==> src/rtl/writeback_queue_if.sv <==
// Result-write request channel into the writeback queue.
// Handshake: a transfer happens on any cycle where in_valid and in_ready are both 1.
interface writeback_queue_if;
  logic        in_valid;
  logic        in_ready;
  logic [3:0]  in_rd;
  logic [31:0] in_data;

  modport master (output in_valid, output in_rd, output in_data, input in_ready);
  modport slave  (input in_valid, input in_rd, input in_data, output in_ready);
endinterface

==> src/rtl/writeback_queue.sv <==
// In-order writeback FIFO between execute/load and the register file, with pending-write
// scoreboard lookups. Define WBQ_BYPASS_EN to forward the youngest pending value instead of stalling.
module writeback_queue #(
  parameter int DEPTH = 4
) (
  input  logic                       clk,
  input  logic                       rst,
  writeback_queue_if.slave           push,
  input  logic                       drain_en,
  output logic                       we,
  output logic [3:0]                 rd,
  output logic [31:0]                rd_data,
  input  logic [3:0]                 chk_rs1,
  input  logic [3:0]                 chk_rs2,
  output logic                       rs1_busy,
  output logic                       rs2_busy,
  output logic                       rs1_fwd_valid,
  output logic                       rs2_fwd_valid,
  output logic [31:0]                rs1_fwd_data,
  output logic [31:0]                rs2_fwd_data,
  output logic [$clog2(DEPTH):0]     count
);

  localparam int AW = $clog2(DEPTH);
  localparam int CW = AW + 1;

  logic [3:0]    r_rd   [DEPTH];
  logic [31:0]   r_data [DEPTH];
  logic [AW-1:0] r_head;
  logic [AW-1:0] r_tail;
  logic [CW-1:0] r_count;

  logic          w_push;
  logic          w_pop;
  logic          w_hit1;
  logic          w_hit2;

  // Acceptance looks only at occupancy so a full queue never relies on a same-cycle pop.
  assign push.in_ready = !rst && (r_count < CW'(DEPTH));
  assign w_push        = push.in_valid && push.in_ready && (push.in_rd != 4'd0);
  assign w_pop         = !rst && drain_en && (r_count != '0);

  assign we      = w_pop;
  assign rd      = w_pop ? r_rd[r_head]   : 4'd0;
  assign rd_data = w_pop ? r_data[r_head] : 32'd0;
  assign count   = r_count;

`ifdef WBQ_BYPASS_EN
  logic [31:0] w_data1;
  logic [31:0] w_data2;
`endif

  // Scan oldest to youngest so the last match seen is the youngest pending write.
  always_comb begin
    logic [AW-1:0] idx;
    w_hit1 = 1'b0;
    w_hit2 = 1'b0;
`ifdef WBQ_BYPASS_EN
    w_data1 = 32'd0;
    w_data2 = 32'd0;
`endif
    for (int k = 0; k < DEPTH; k++) begin
      idx = r_head + AW'(k);
      if (!rst && (CW'(k) < r_count)) begin
        if ((chk_rs1 != 4'd0) && (r_rd[idx] == chk_rs1)) begin
          w_hit1 = 1'b1;
`ifdef WBQ_BYPASS_EN
          w_data1 = r_data[idx];
`endif
        end
        if ((chk_rs2 != 4'd0) && (r_rd[idx] == chk_rs2)) begin
          w_hit2 = 1'b1;
`ifdef WBQ_BYPASS_EN
          w_data2 = r_data[idx];
`endif
        end
      end
    end
  end

`ifdef WBQ_BYPASS_EN
  assign rs1_busy      = 1'b0;
  assign rs2_busy      = 1'b0;
  assign rs1_fwd_valid = w_hit1;
  assign rs2_fwd_valid = w_hit2;
  assign rs1_fwd_data  = w_data1;
  assign rs2_fwd_data  = w_data2;
`else
  assign rs1_busy      = w_hit1;
  assign rs2_busy      = w_hit2;
  assign rs1_fwd_valid = 1'b0;
  assign rs2_fwd_valid = 1'b0;
  assign rs1_fwd_data  = 32'd0;
  assign rs2_fwd_data  = 32'd0;
`endif

  always_ff @(posedge clk) begin
    if (rst) begin
      r_head  <= '0;
      r_tail  <= '0;
      r_count <= '0;
    end else begin
      if (w_push) r_tail <= r_tail + AW'(1);
      if (w_pop)  r_head <= r_head + AW'(1);
      case ({w_push, w_pop})
        2'b10:   r_count <= r_count + CW'(1);
        2'b01:   r_count <= r_count - CW'(1);
        default: r_count <= r_count;
      endcase
    end
  end

  // Payload storage carries no reset; validity is defined by head/count alone.
  always_ff @(posedge clk) begin
    if (w_push) begin
      r_rd[r_tail]   <= push.in_rd;
      r_data[r_tail] <= push.in_data;
    end
  end

endmodule

==> src/flat_wrapper.sv <==
// flat-port wrapper written by rule: the top's interface ports become plain ports
module writeback_queue_flat 
#(
  parameter int DEPTH = 4
)
  (clk, rst, drain_en, we, rd, rd_data, chk_rs1, chk_rs2, rs1_busy, rs2_busy, rs1_fwd_valid, rs2_fwd_valid, rs1_fwd_data, rs2_fwd_data, count, push_in_valid, push_in_rd, push_in_data, push_in_ready);
  writeback_queue_if push_i ();
  input  logic clk;
  input  logic rst;
  input  logic drain_en;
  output logic we;
  output logic [3:0] rd;
  output logic [31:0] rd_data;
  input  logic [3:0] chk_rs1;
  input  logic [3:0] chk_rs2;
  output logic rs1_busy;
  output logic rs2_busy;
  output logic rs1_fwd_valid;
  output logic rs2_fwd_valid;
  output logic [31:0] rs1_fwd_data;
  output logic [31:0] rs2_fwd_data;
  output logic [$clog2(DEPTH):0] count;
  input wire logic [$bits(push_i.in_valid)-1:0] push_in_valid;
  input wire logic [$bits(push_i.in_rd)-1:0] push_in_rd;
  input wire logic [$bits(push_i.in_data)-1:0] push_in_data;
  output wire logic [$bits(push_i.in_ready)-1:0] push_in_ready;
  assign push_i.in_valid = push_in_valid;
  assign push_i.in_rd = push_in_rd;
  assign push_i.in_data = push_in_data;
  assign push_in_ready = push_i.in_ready;
  writeback_queue #(.DEPTH(DEPTH)) u_core (.clk(clk), .rst(rst), .push(push_i), .drain_en(drain_en), .we(we), .rd(rd), .rd_data(rd_data), .chk_rs1(chk_rs1), .chk_rs2(chk_rs2), .rs1_busy(rs1_busy), .rs2_busy(rs2_busy), .rs1_fwd_valid(rs1_fwd_valid), .rs2_fwd_valid(rs2_fwd_valid), .rs1_fwd_data(rs1_fwd_data), .rs2_fwd_data(rs2_fwd_data), .count(count));
endmodule
==> config.mk <==
export PLATFORM = sky130hd
export DESIGN_NAME = writeback_queue_flat
export DESIGN_NICKNAME = d
export VERILOG_FILES = /design/src/rtl/writeback_queue_if.sv /design/src/rtl/writeback_queue.sv /design/src/flat_wrapper.sv
export SDC_FILE = /design/constraint.sdc
export NUM_CORES = 1
export LEC_CHECK = 0
export CAP_MARGIN = 30
export CORE_MARGIN = 1
export CORE_UTILIZATION = 46
export CTS_BUF_LIST = sky130_fd_sc_hd__clkbuf_16
export DETAILED_ROUTE_END_ITERATION = 12
export GPL_TIMING_DRIVEN = 0
export HOLD_SLACK_MARGIN = 0.08
export PLACE_DENSITY = 0.77
export SLEW_MARGIN = 0
export SYNTH_ARGS = -nofsm -noshare
export SYNTH_HDL_FRONTEND = slang
export SYNTH_SLANG_ARGS = --single-unit
==> constraint.sdc <==
create_clock -name clk -period 2.66 [get_ports clk]
set_input_delay 0.532 -clock clk [delete_from_list [all_inputs] [get_ports clk]]
set_output_delay 0.532 -clock clk [all_outputs]
set_load 0.01 [all_outputs]
==> qor_table.md <==
| Parameter | Value |
| --- | --- |
| Category of the worst setup path launch point | register |
| Cell types with the largest area share after synthesis | sky130_fd_sc_hd__edfxtp_1, sky130_fd_sc_hd__mux4_2, sky130_fd_sc_hd__buf_4 |
| GRT Residual Overflow | 0 |
| Initial standard-cell utilization of the core | 0.472 |
| EDFF count, synth | 144 |
| Clock network latency to the later pin of the worst-skew pair | 410 ps |
| Worst EP arrival | 2410 ps |
| Top-level port count | 157 |
| Number of storage elements in the synthesis netlist | 153 |
| DRC violation total after the first TritonRoute iteration | 190 |
| PortBufs | 81 |
| First-pass GRT wire length | 21,700 um |
| Number of instances in the placed design | 772 |
| Hold Startpoint | u_core.r_tail[1] |
| Detailed-route wire length | 14,300 um |
| Number of nets in the final layout | 689 |
| Average wire per cell in the routed design | 17.1 um |
| Via count of the routed design | 4,103 |
| Result of the run | finished, violations left |
| Critical Path End Type | primary output |
| Final critical path time including I/O delays and setup | 2940 ps |
| Final worst hold slack | 590 ps |
| Setup repair after global routing missed its margin | true |
| Clock slew at the register clock pins of the worst setup and hold paths | 60 ps |
| Floorplan Core Area | 15,200 um2 |
| Detailed placement HPWL | 9440 um |
| Number of cell rows | 45 |
| Largest fanout on the critical path | 4 |
| Worst flop-to-flop path startpoint | u_core.count[1] |
| Maximum ir drop on the vdd rail | 522 uV |
| Area growth from synthesis to layout | 33.5% |
| Clock Tree Root | sky130_fd_sc_hd__clkbuf_16 |
| Max-cap violations | 0 |
| Total Routing Usage GR | 0.184 |
| Reg-to-Reg End | u_core.count[2] |
| Pre-CTS setup slack | -903 ps |
| Power per unit of standard cell area | 664 nW/um2 |
| Sink Count | 153 |
| Count of inserted antenna diode cells | 0 |
| Floorplan die height | 127 um |
| Syn. warnings | 0 |
| Via count normalized by instance count | 4.93 |
| Initial antenna violation count | 0 |
| Minimum setup slack among reg-to-reg paths | 410 ps |
| Final antenna-violating net count | 0 |
| Share of cells above drive strength 1 | 0.398 |
| Maximum number of pins on one net before global-route repair | 26 |
| Final non-filler cell total | 833 |
| Die width | 127 um |
| Final weighted congestion in routability-driven placement | 0.823 |
| Total count of max-transition violations in the final report | 0 |
| Critical path required time | 2130 ps |
| End point of the worst hold path | u_core.r_tail[1] |
| Upper clock frequency limit | 340 MHz |
| Flip-flop cell with the highest count after synthesis | sky130_fd_sc_hd__edfxtp_1 |
| Sequential cell area fraction in the yosys report | 0.628 |
| Hold depth | 2 |
| Skew final | 6.66 ps |
| Portion of synthesized cell area occupied by the leading cell type | 0.603 |
| Final clock period utilization by the worst path | 1.11 |
| Number of endpoints failing setup at the final stage | 3 |
| Crit Path Category | reg -> out |
| Leakage | 3.61 nW |
| Count of hold-fix buffers inserted at cts | 0 |
| Number of cells traversed by the worst register-to-register path | 10 |
| Die ar. | 16,100 um2 |
| Number of levels the H-tree was split into | 4 |
| Async set-reset flop share out of synthesis | 0 |
| Violated checks | negative setup slack |
| Number of different library cells in the post-synthesis netlist | 34 |
| Final count of hold timing violations | 0 |
| Crit path setup slack, layout | -284 ps |
| Cell area after synthesis | 7170 um2 |
| CTS tree | yes |
| Vias in the first global route | 4,123 |
| Path category of the worst min-delay check | reg -> reg |
| Number of buffers inserted during clock tree synthesis | 17 |
| Cell taking the most area after synthesis | sky130_fd_sc_hd__edfxtp_1 |
| First-pass detailed-route iteration total | 4 |
| Syn avg cell area | 16.5 um2 |
| Buffers from clock root to sink, at most | 2 |
| Gate count of the mapped netlist | 434 |
| Most numerous cell in the Yosys netlist | sky130_fd_sc_hd__edfxtp_1 |
| Most frequent cells after synthesis | sky130_fd_sc_hd__edfxtp_1, sky130_fd_sc_hd__buf_4, sky130_fd_sc_hd__mux4_2, sky130_fd_sc_hd__nor2b_1, sky130_fd_sc_hd__xor2_1 |
| Post-route DRC | 0 |
-- metrics by stage --
step | TNS [ps] | cell area [um2] | util | power, mW
3_3_place_gp | -154940 | 8460 | 0.556 | 3.77
2_1_floorplan | 0 | 7410 | - | 3.50
4_1_cts | -595 | 9370 | 0.617 | 6.29
3_5_place_dp | -30560 | 8540 | 0.562 | 3.81
6_report | -557 | 9570 | 0.630 | 6.35
5_1_grt | -1320 | 9570 | 0.630 | 6.58
-- registers in the layout (all words and copies together) (netlist names), named ones only --
name	count
u_core.r_rd	16
u_core.count	3
u_core.r_head	2
u_core.r_tail	2
u_core.r_data	128
-- critical path: stages, from the launching register on --
cell	delay, ps
sky130_fd_sc_hd__edfxtp_1	430
sky130_fd_sc_hd__mux4_2	540
sky130_fd_sc_hd__xnor2_2	140
sky130_fd_sc_hd__nand3_1	80
sky130_fd_sc_hd__or4_1	490
sky130_fd_sc_hd__a31oi_1	150
sky130_fd_sc_hd__buf_2	150
-- placed cells by master, fill, tap and decap left out, drive strengths merged, types with 2 or more instances in the layout --
cell type,n
a21oi,3
a31oi,3
and2,4
buf,131
bufinv,3
clkbuf,44
clkdlybuf4s15,2
clkdlybuf4s50,42
clkinv,8
clkinvlp,2
conb,66
dfxtp,9
dlygate4sd2,2
edfxtp,144
ha,9
inv,11
mux2i,2
mux4,48
nand2,3
nand3,5
nor2,10
nor2b,36
nor3,6
nor4,5
o21ai,2
xnor2,15
xor2,21
-- power by group --
part	internal, mW	total [mW]	switching, mW
clock network	1.46	2.35	0.890
registers	2.72	2.76	0.0412
logic	0.723	1.24	0.522
total	4.90	6.35	1.45
-- layer usage --
| layer | GRT usage | vias up | routed length, um |
|---|---|---|---|
| met3 | 0.0506 | 21 | 993 |
| met5 | 0 | - | 0 |
| met1 | 0.210 | 2005 | 5480 |
| met4 | 0.0812 | 0 | 286 |
| met2 | 0.325 | 183 | 7510 |
| li1 | - | 1894 | - |
-- repair_timing --
item                       CTS  global route
gates resized for setup    180            55
setup endpoints to repair   42            24
gates cloned                 0             2
setup buffers               20             9
pin swaps                    5             4
-- worst max path at each step --
stage / start / to / slack [ps]
floorplan: u_core.count[0] / u_core.count[2] / 10
global route: u_core.r_rd[3][2] / rs1_busy / -380
detailed placement: drain_en / rd_data[18] / -900
CTS: u_core.r_rd[2][3] / rs1_busy / -330
finish: u_core.r_rd[0][3] / rs1_busy / -280
global placement: drain_en / rd_data[18] / -890
-- cells by family (layout without fill, tap and decap cells) --
| group | Yosys count | count (layout) | synth area share |
|---|---|---|---|
| flops | 153 | 153 | 0.628 |
| buf+inv | 99 | 245 | 0.0876 |
| other cells | 1 | 66 | 0.000523 |
| fa+ha+maj | 9 | 9 | 0.0157 |
| mux | 50 | 50 | 0.155 |
| xor+xnor | 36 | 36 | 0.0440 |
| compound gates | 12 | 12 | 0.0105 |
| simple gates | 74 | 74 | 0.0588 |
-- final cells by class --
class / instances / area [um2]
Buffer: 88 / 693
Clock buffer: 17 / 425
Clock inverter: 15 / 159
Fill cell: 1110 / 5630
Inverter: 9 / 33.8
Multi-Input combinational cell: 247 / 2400
Sequential cell: 153 / 4520
Tap cell: 188 / 235
Timing Repair Buffer: 116 / 1100
No activity file was read; power rests on OpenSTA's default activity.
